## src/rtl/md_issue_ctrl.sv

```systemverilog
// Multiply/divide issue controller: decodes the D-stage md class, issues Start/MDSel
// pulses, stalls D / bubbles E while the unit is busy, and tracks watchdog and protocol errors.
module md_issue_ctrl #(
    parameter int TIMEOUT_CYCLES = 16,
    parameter int CNT_W          = 16
) (
    input  logic             CLK,
    input  logic             Reset,
    input  logic             Valid_D,
    input  logic [2:0]       MDOp_D,
    input  logic             Stall_Ext,
    input  logic             Busy,
    output logic             Start,
    output logic [3:0]       MDSel,
    output logic             Stall_D,
    output logic             Flush_E,
    output logic             Timeout,
    output logic             ProtoErr,
    output logic [CNT_W-1:0] StallCount
);

    localparam int WD_W = $clog2(TIMEOUT_CYCLES + 1);
    localparam logic [WD_W-1:0] WD_LAST = WD_W'(TIMEOUT_CYCLES - 1);

    typedef enum logic [1:0] {
        IDLE  = 2'd0,
        ISSUE = 2'd1,
        WAIT  = 2'd2
    } state_e;

    state_e            state_q;
    logic              start_q;
    logic [3:0]        mdsel_q;
    logic [WD_W-1:0]   wdog_q;
    logic              timeout_q;
    logic              protoerr_q;
    logic              first_wait_q;
    logic              first_idle_q;
    logic [CNT_W-1:0]  cnt_q;
    logic [CNT_W-1:0]  cnt_d;

    logic md;
    logic pending;
    logic issue;

    always_comb begin
        md      = Valid_D & (MDOp_D != 3'd0);
        pending = (state_q == ISSUE) | Busy;
        // Op 7 reads HI/LO and never issues; ops 1..6 issue when nothing is outstanding.
        issue   = Valid_D & (MDOp_D != 3'd0) & (MDOp_D != 3'd7) & ~pending & ~Stall_Ext;
        Stall_D = md & pending;
        Flush_E = md & pending;
    end

    always_ff @(posedge CLK or negedge Reset) begin
        if (!Reset) begin
            state_q      <= IDLE;
            start_q      <= 1'b0;
            mdsel_q      <= 4'd0;
            wdog_q       <= '0;
            timeout_q    <= 1'b0;
            protoerr_q   <= 1'b0;
            first_wait_q <= 1'b0;
            first_idle_q <= 1'b1;
        end else begin
            first_idle_q <= 1'b0;
            first_wait_q <= 1'b0;
            if (first_idle_q && Busy) begin
                protoerr_q <= 1'b1;
            end
            case (state_q)
                IDLE: begin
                    if (issue) begin
                        state_q <= ISSUE;
                        start_q <= 1'b1;
                        mdsel_q <= {1'b0, MDOp_D};
                    end
                end
                ISSUE: begin
                    start_q <= 1'b0;
                    mdsel_q <= 4'd0;
                    wdog_q  <= '0;
                    // mult/div hand over to the unit; mthi/mtlo finish at this edge.
                    if (mdsel_q <= 4'd4) begin
                        state_q      <= WAIT;
                        first_wait_q <= 1'b1;
                    end else begin
                        state_q <= IDLE;
                    end
                end
                WAIT: begin
                    if (Busy) begin
                        if (wdog_q == WD_LAST) begin
                            timeout_q <= 1'b1;
                            state_q   <= IDLE;
                        end else begin
                            wdog_q <= wdog_q + 1'b1;
                        end
                    end else begin
                        if (first_wait_q) begin
                            protoerr_q <= 1'b1;
                        end
                        if (issue) begin
                            state_q <= ISSUE;
                            start_q <= 1'b1;
                            mdsel_q <= {1'b0, MDOp_D};
                        end else begin
                            state_q <= IDLE;
                        end
                    end
                end
                default: begin
                    state_q <= IDLE;
                    start_q <= 1'b0;
                    mdsel_q <= 4'd0;
                end
            endcase
        end
    end

    always_comb begin
        cnt_d = cnt_q;
        if (Stall_D && (cnt_q != {CNT_W{1'b1}})) begin
            cnt_d = cnt_q + 1'b1;
        end
    end

    always_ff @(posedge CLK or negedge Reset) begin
        if (!Reset) begin
            cnt_q <= '0;
        end else begin
            cnt_q <= cnt_d;
        end
    end

    assign Start      = start_q;
    assign MDSel      = mdsel_q;
    assign Timeout    = timeout_q;
    assign ProtoErr   = protoerr_q;
    assign StallCount = cnt_q;

endmodule

```

## config.mk

```make
export PLATFORM = sky130hd
export DESIGN_NAME = md_issue_ctrl
export DESIGN_NICKNAME = d
export VERILOG_FILES = /design/src/rtl/md_issue_ctrl.sv
export SDC_FILE = /design/constraint.sdc
export NUM_CORES = 1
export LEC_CHECK = 0
export BUFFER_PORTS_ARGS = -buffer_cell sky130_fd_sc_hd__buf_2
export CELL_PAD_IN_SITES_DETAIL_PLACEMENT = 2
export CELL_PAD_IN_SITES_GLOBAL_PLACEMENT = 2
export CORE_UTILIZATION = 34
export CTS_CLUSTER_SIZE = 24
export DETAILED_ROUTE_END_ITERATION = 16
export GPL_TIMING_DRIVEN = 0
export PLACE_DENSITY_LB_ADDON = 0.1
export SYNTH_ARGS = -nofsm -noshare
export SYNTH_HDL_FRONTEND = slang
export SYNTH_SLANG_ARGS = --single-unit
```

## constraint.sdc

```tcl
create_clock -name CLK -period 5.1 [get_ports CLK]
set_clock_uncertainty 0.05 [all_clocks]
set_input_delay 0.765 -clock CLK [delete_from_list [all_inputs] [get_ports CLK]]
set_output_delay 0.765 -clock CLK [all_outputs]
set_load 0.1 [all_outputs]
```

==> reports/results.tsv, run 1 <==
metric	value	unit
result of the run	finished, final reports clean	
number of antenna violations at the first check in global routing	0	
total power after layout	962	uW
biggest cell delay along the critical path	370	ps
leading register cell type out of synthesis	sky130_fd_sc_hd__dfrtp_1	
mean instance size in the synthesized netlist	11.0	sq um
GRT Overall Usage	0.181	
most frequent standard cell in the layout excluding fill and tap cells	sky130_fd_sc_hd__buf_2	
most frequent cells in the layout	sky130_fd_sc_hd__buf_2 (32), sky130_fd_sc_hd__dfrtp_1 (30), sky130_fd_sc_hd__nand2_1 (14), sky130_fd_sc_hd__xor2_1 (14), sky130_fd_sc_hd__nor2_1 (11)	
count of maximum capacitance violations	0	
maximum number of pins on one net before global-route repair	32	
routed via count	1168	
worst hold margin	415	ps
number of buffers created by CTS	5	
sum of net half-perimeters after detailed placement	2720	um
Core Region	4140	sq um
die height	68.8	um
worst hold-check path type	register to register	
clock insertion delay at the later pin of the skew report	280	ps
router iterations before antenna repair	2	
RSZ-0062 raised after global routing	false	
biggest fanout along the worst timing path	10	
clock buffer depth	2	
cell depth of the worst flop-to-flop path	7	
first-pass GRT wire length	6130	um
Placed Cells incl. Taps	220	
fraction of layout cells with a size suffix above 1	0.320	
endpoint of the worst register-to-register path	wdog_q[3]	
CP Data Required Time	4280	ps
buffer and inverter count on the worst path	5	
final setup fails	0	
number of sinks handled by clock tree synthesis	31	
startpoint of the lowest-slack hold path	Timeout	
beginning of the worst register-to-register path	wdog_q[0]	
relative max-transition margin	0.539	
Routed wire per std cell	16.2	um
drt initial violations	34	
final sum of negative setup slack	0	ps
slowest library cell on the worst path	sky130_fd_sc_hd__o31a_1	
hold violation count in the final report	0	
Worst Max-Slew Pin Slew	691	ps
Setup Crit Path Kind	input port to output port	
Layout Area Growth over Synthesis	22.0	%
stages on the worst setup path	7	
critical path endpoint	Stall_D	
Die Outline Area	4730	sq um
final weighted congestion in routability-driven placement	0.743	
drt via density	5.12	
H-tree depth	2	
standby leakage power	0.904	nW
crit-path leading delay family	buffers and inverters	
power density over the cells	520	nW/um^2
post-CTS setup repair buffer count	0	
Distinct cells, synth	39	
number of placed I/O pins	33	
Post-Syn Area	1520	sq um
width of the chip	68.8	um
highest achievable clock rate	355	MHz
first element of the critical path	MDOp_D[1]	
CTS Hold Bufs	0	
Worst Setup End Kind	output port	
Routed Antenna Nets	0	
number of port buffers	31	
series of cell instances along the critical path	buf_2 -> o31a_1 -> o21ai_4 -> buf_6 -> inv_1 -> buf_4 -> buf_2	
PostCTS Resize Cnt	0	
total wire length after detailed routing	3700	um
post-layout minimum cycle time	2820	ps
EDFF count, synth	0	
CTS tree	yes	
post-synthesis register bit count	31	
Max IR drop VDD	0.545	mV
cell seen most often among critical-path stages	sky130_fd_sc_hd__buf_2	
clk root buf	sky130_fd_sc_hd__clkbuf_8	
total overflow reported by the global router	0	
Final Util	0.447	
clock slew at reported path FFs	70	ps
initial core utilization	0.366	
number of antenna diodes	0	
endpoint arrival time on the critical path	2000	ps
nets	188	
Synth async-reset ratio	1.00	
reg-to-reg setup timing slack	3170	ps
row cnt	23	
number of warning messages in the yosys log	0	
final count of pins violating max slew	0	
period utilization	0.553	
Cell Count, Final, Fillers Out	228	
number of global-route vias before repair	1251	
Synth Instances	138	
kind of launch point of the worst setup path	input port	
DRC	0	
proportion of synthesized chip area in sequential cells	0.512	
## per-stage QoR
stage / instance area, sq um / setup slack, ps
after floorplan: 1520 / 2060
after global placement: 1740 / 2300
after detailed placement: 1740 / 2290
after CTS: 1850 / 2280
after global routing: 1850 / 2220
final: 1850 / 2280
## worst reg2reg max path: stages, from the launching register on
cell,delay (ps)
sky130_fd_sc_hd__dfrtp_1,420
sky130_fd_sc_hd__ha_1,220
sky130_fd_sc_hd__and3_1,190
sky130_fd_sc_hd__ha_1,210
sky130_fd_sc_hd__and4bb_2,350
sky130_fd_sc_hd__nand4_1,120
sky130_fd_sc_hd__xor2_1,190
sky130_fd_sc_hd__nor2_1,70
## layer usage
metal	wire length, um	global-route usage	vias up
li1	-	-	560
met1	1750	0.234	578
met2	1780	0.293	22
met3	111	0.0395	8
met4	57	0.0765	0
met5	0	0	-
## flip-flops by register name (all words and copies together) (netlist names)
signal / count
Timeout: 1
ProtoErr: 1
Start: 1
StallCount: 16
first_wait_q: 1
state_q: 2
wdog_q: 5
MDSel: 3
first_idle_q: 1
## cell type report
| cell class | count | area [sq um] |
|---|---|---|
| clock inverters | 3 | 43.8 |
| multi-input cells | 101 | 697 |
| inverters | 2 | 7.51 |
| clock buffers | 5 | 68.8 |
| fillers | 462 | 2290 |
| repair buffers | 31 | 155 |
| flip-flops and latches | 31 | 777 |
| well taps | 50 | 62.6 |
| plain buffers | 5 | 38.8 |
## cell families after synthesis
logic type               after synthesis  synth area share
multiplexers                           5            0.0347
AO/OA/AOI/OAI                         14            0.0677
other                                  1           0.00247
buffers and inverters                  7            0.0305
AND/OR/NAND/NOR                       62             0.241
XOR/XNOR                              15            0.0866
flip-flops                            31             0.512
adder cells (fa/ha/maj)                3            0.0248
## power by group
part | switching [mW] | total (mW) | internal, mW
Combinational | 0.316 | 0.380 | 0.0649
Clock | 0.0982 | 0.244 | 0.145
Sequential | 0.0498 | 0.338 | 0.288
Total | 0.464 | 0.962 | 0.498
## worst min-delay path by stage
| stage | slack, ps | depth (start not counted) | end |
|---|---|---|---|
| floorplan | 420 | 0 | MDSel[0] |
| global placement | 400 | 1 | Timeout |
| detailed placement | 400 | 1 | Timeout |
| CTS | 420 | 1 | Timeout |
| global route | 450 | 1 | Timeout |
| finish | 420 | 1 | Timeout |
## synth_stat cells, types with 2 or more instances
| cell type | instances | area share |
|---|---|---|
| sky130_fd_sc_hd__nand3_1 | 4 | 0.013 |
| sky130_fd_sc_hd__mux2i_1 | 3 | 0.020 |
| sky130_fd_sc_hd__dfrtp_1 | 30 | 0.50 |
| sky130_fd_sc_hd__nand2_1 | 14 | 0.035 |
| sky130_fd_sc_hd__nor3_1 | 6 | 0.020 |
| sky130_fd_sc_hd__nor2_1 | 11 | 0.027 |
| sky130_fd_sc_hd__xor2_1 | 14 | 0.081 |
| sky130_fd_sc_hd__nor4_1 | 2 | 0.0082 |
| sky130_fd_sc_hd__buf_4 | 3 | 0.015 |
| sky130_fd_sc_hd__mux2_2 | 2 | 0.015 |
| sky130_fd_sc_hd__nor4_2 | 2 | 0.016 |
| sky130_fd_sc_hd__inv_1 | 2 | 0.0050 |
| sky130_fd_sc_hd__ha_1 | 3 | 0.025 |
| sky130_fd_sc_hd__nand4_1 | 6 | 0.025 |
| sky130_fd_sc_hd__o21ai_0 | 7 | 0.023 |
| sky130_fd_sc_hd__and3_1 | 5 | 0.021 |
| sky130_fd_sc_hd__and2b_2 | 2 | 0.012 |
No activity file was read; power rests on OpenSTA's default activity.
==> run 2: changes to the inputs <==
ABC_AREA = 1   (was not set)
CORE_UTILIZATION = 28   (was 34)
clock period = 2.3 ns   (was 5.1 ns; I/O delays follow)
==> run 2 against run 1 <==
Net effect: global-route usage down 0.89 points; wire length up 34%; critical path depth down 1; first-iteration DRC count up 5.9%; clock power up 100%; sequential power up 130%; synthesized cell count up 66%; flip-flop and latch count unchanged; core utilization down 9.3 points; critical path type is now register to output port; largest cell class is now multi-input gates.
==> reports/results.tsv, run 2 <==
metric	value	unit	change
Post-Syn Area	1790	sq um	+18%
maximum number of pins on one net before global-route repair	32		unchanged
RSZ-0062 raised after global routing	false		
Largest register FFs	16		unchanged
most frequent cells in the layout	sky130_fd_sc_hd__nand2_1 (67), sky130_fd_sc_hd__buf_2 (31), sky130_fd_sc_hd__dfrtp_1 (30), sky130_fd_sc_hd__inv_1 (25), sky130_fd_sc_hd__nor2_1 (19)		
biggest fanout along the worst timing path	6		-4
endpoint arrival time on the critical path	1670	ps	-330 ps
clk root buf	sky130_fd_sc_hd__clkbuf_8		
internal power summed over all cells	1.10	mW	+120%
Max IR drop VDD	0.389	mV	-29%
highest achievable clock rate	483	MHz	
compound-cell area share of the yosys netlist	0.0949		+0.0272
GRT Overall Usage	0.173		-0.00892
period utilization	0.900		
cell area reported after detailed placement	2050	sq um	+18%
simple-gate portion of the synthesized area	0.352		+0.111
CTS tree	yes		
Distinct cells, synth	28		-28%
clock insertion delay at the later pin of the skew report	290	ps	about the same
post-CTS setup repair buffer count	0		unchanged
portion of total power attributed to sequential cells	0.351		about the same
CTS Hold Bufs	0		unchanged
leading register cell type out of synthesis	sky130_fd_sc_hd__dfrtp_1		
commonest cells in the synthesized netlist	sky130_fd_sc_hd__nand2_1 (67), sky130_fd_sc_hd__dfrtp_1 (30), sky130_fd_sc_hd__inv_1 (25), sky130_fd_sc_hd__nor2_1 (19), sky130_fd_sc_hd__nand3_1 (15)		
WL met1	2150	um	+23%
biggest cell delay along the critical path	420	ps	+50 ps
number of buffers created by CTS	5		unchanged
number of placed I/O pins	33		unchanged
cell seen most often among critical-path stages	sky130_fd_sc_hd__nand2_2		
Design Area, Final	2150	sq um	+16%
EDFF count, synth	0		unchanged
synth top area cells	sky130_fd_sc_hd__dfrtp_1 (42%), sky130_fd_sc_hd__nand2_1 (14%), sky130_fd_sc_hd__inv_1 (5.2%)		
router iterations before antenna repair	4		+2
hold violation count in the final report	0		unchanged
post-layout minimum cycle time	2070	ps	
Die Outline Area	6730	sq um	+42%
kind of launch point of the worst setup path	register		
standby leakage power	1.06	nW	+18%
drt initial violations	36		+5.9%
CP Data Required Time	1900	ps	-2380 ps
H-tree depth	2		unchanged
final count of pins violating max slew	0		unchanged
number of port buffers	31		unchanged
nets	279		+48%
Synth Area in XOR/XNOR	0.0195		-0.0671
area share of the leading cell type in the synthesized netlist	0.419		-0.0763
PostCTS Resize Cnt	0		unchanged
number of warning messages in the yosys log	0		unchanged
Core Region	6060	sq um	+46%
switching share of power	0.508		+0.0260
drt via density	4.75		-7.2%
DRC	0		unchanged
number of global-route vias before repair	1787		+43%
initial core utilization	0.296		-0.0701
count of maximum capacitance violations	0		unchanged
clock share of power	0.218		-0.035
first-pass GRT wire length	8470	um	+38%
width of the chip	82.0	um	+19%
proportion of synthesized chip area in sequential cells	0.433		-0.0790
Synth async-reset ratio	1.00		unchanged
most frequent standard cell in the layout excluding fill and tap cells	sky130_fd_sc_hd__nand2_1		
number of antenna violations at the first check in global routing	0		unchanged
relative max-transition margin	0.501		-0.0379
fraction of layout cells with a size suffix above 1	0.286		-0.0340
final sum of negative setup slack	0	ps	unchanged
mean instance size in the synthesized netlist	7.83	sq um	-29%
Worst Max-Slew Pin Slew	748	ps	+56.9 ps
Routed Antenna Nets	0		unchanged
die height	82.0	um	+19%
number of antenna diodes	0		unchanged
Net Sw Power	1.13	mW	+140%
power density over the cells	1040	nW/um^2	+100%
Worst Setup End Kind	output port		
most used standard cell by instance count after synthesis	sky130_fd_sc_hd__nand2_1		
slowest library cell on the worst path	sky130_fd_sc_hd__dfrtp_1		
total wire length after detailed routing	4940	um	+34%
Synth Instances	229		+66%
top routing layer used	met4		
clock slew at reported path FFs	70	ps	about the same
number of sinks handled by clock tree synthesis	31		unchanged
worst hold-check path type	input port to async pin		
Setup Crit Path Kind	register to output port		
met3 wire len	124	um	+12%
final weighted congestion in routability-driven placement	0.705		-5.0%
Layout Area Growth over Synthesis	19.7	%	
final setup fails	0		unchanged
row cnt	28		+22%
total met2 wirelength after detailed routing	2590	um	+46%
Routed wire per std cell	14.4	um	-11%
sum of net half-perimeters after detailed placement	3740	um	+37%
multiplexer share of the synthesized area	0		-0.0347
series of cell instances along the critical path	nand2_2 -> nand2_2 -> inv_2 -> nor2_4 -> buf_4 -> buf_2		
Gate power share	0.431		+0.036
fill count	710		+54%
routed via count	1635		+40%
largest family of logic cells by synthesized area	simple AND/OR/NAND/NOR gates		
clock buffer depth	2		unchanged
Final Util	0.354		-0.0925
total overflow reported by the global router	0		unchanged
result of the run	finished, final reports clean		
adder-cell share of the synthesized area	0.0209		-0.00382
largest area contributor in the netlist	sky130_fd_sc_hd__dfrtp_1		
Placed Cells incl. Taps	336		+53%
post-synthesis register bit count	31		unchanged
Cell Count, Final, Fillers Out	344		+51%
-- run 2: cells by family after synthesis --
family / Yosys count
simple gates: 134
buf+inv: 31
flops: 31
compound gates: 25
xor+xnor: 4
fa+ha+maj: 3
other cells: 1
-- run 2: path summary, 6_finish.rpt --
| path | from | slack (ps) | cells after the start | end |
|---|---|---|---|---|
| worst max register to register | wdog_q[0] | 400 | 9 | wdog_q[3] |
| worst max-delay path | state_q[0] | 230 | 6 | Stall_D |
| min in group CLK | Busy | 260 | 3 | ProtoErr |
| worst min-delay path | Reset | 70 | 1 | StallCount[6] |
| worst min register to register | ProtoErr | 420 | 2 | ProtoErr |
| max in group asynchronous | Reset | 1650 | 1 | state_q[0] |
-- run 2: layout make-up --
class / instances / area, sq um / area share
Buffer: 4 / 37.5 / 0.0175
Tap cell: 75 / 93.8 / 0.0437
Clock buffer: 8 / 100 / 0.0466
Multi-Input combinational cell: 168 / 881 / 0.410
Timing Repair Buffer: 31 / 155 / 0.0723
Sequential cell: 31 / 777 / 0.362
Inverter: 27 / 101 / 0.0472
-- run 2: critical path, delay by kind of cell (launching register included) --
kind,cells,cell delay [ps]
DFF,1,420
and+or+nand+nor,3,390
buffers and inverters,3,590
-- run 2: power by group through the flow --
stage	clock network, mW	logic [mW]	registers [mW]
after global placement	0	0.957	0.792
after detailed placement	0	0.974	0.794
final	0.488	0.962	0.783
after floorplan	0	0.285	1.28
after CTS	0.515	0.977	0.786
after global routing	0.535	1.03	0.806
-- run 2: routing by layer --
metal,global-route usage,vias up
li1,-,803
met1,0.184,803
met2,0.328,22
met3,0.0300,7
met4,0.0737,0
met5,0,-
-- run 2: stage by stage --
step / total power, mW / setup WS, ps / hold WS, ps
floorplan: 1.57 / 90.5 / -0.591
global placement: 1.75 / 425 / 403
detailed placement: 1.77 / 394 / 409
CTS: 2.28 / 184 / 98.0
global route: 2.37 / 125 / 135
finish: 2.23 / 231 / 70.1
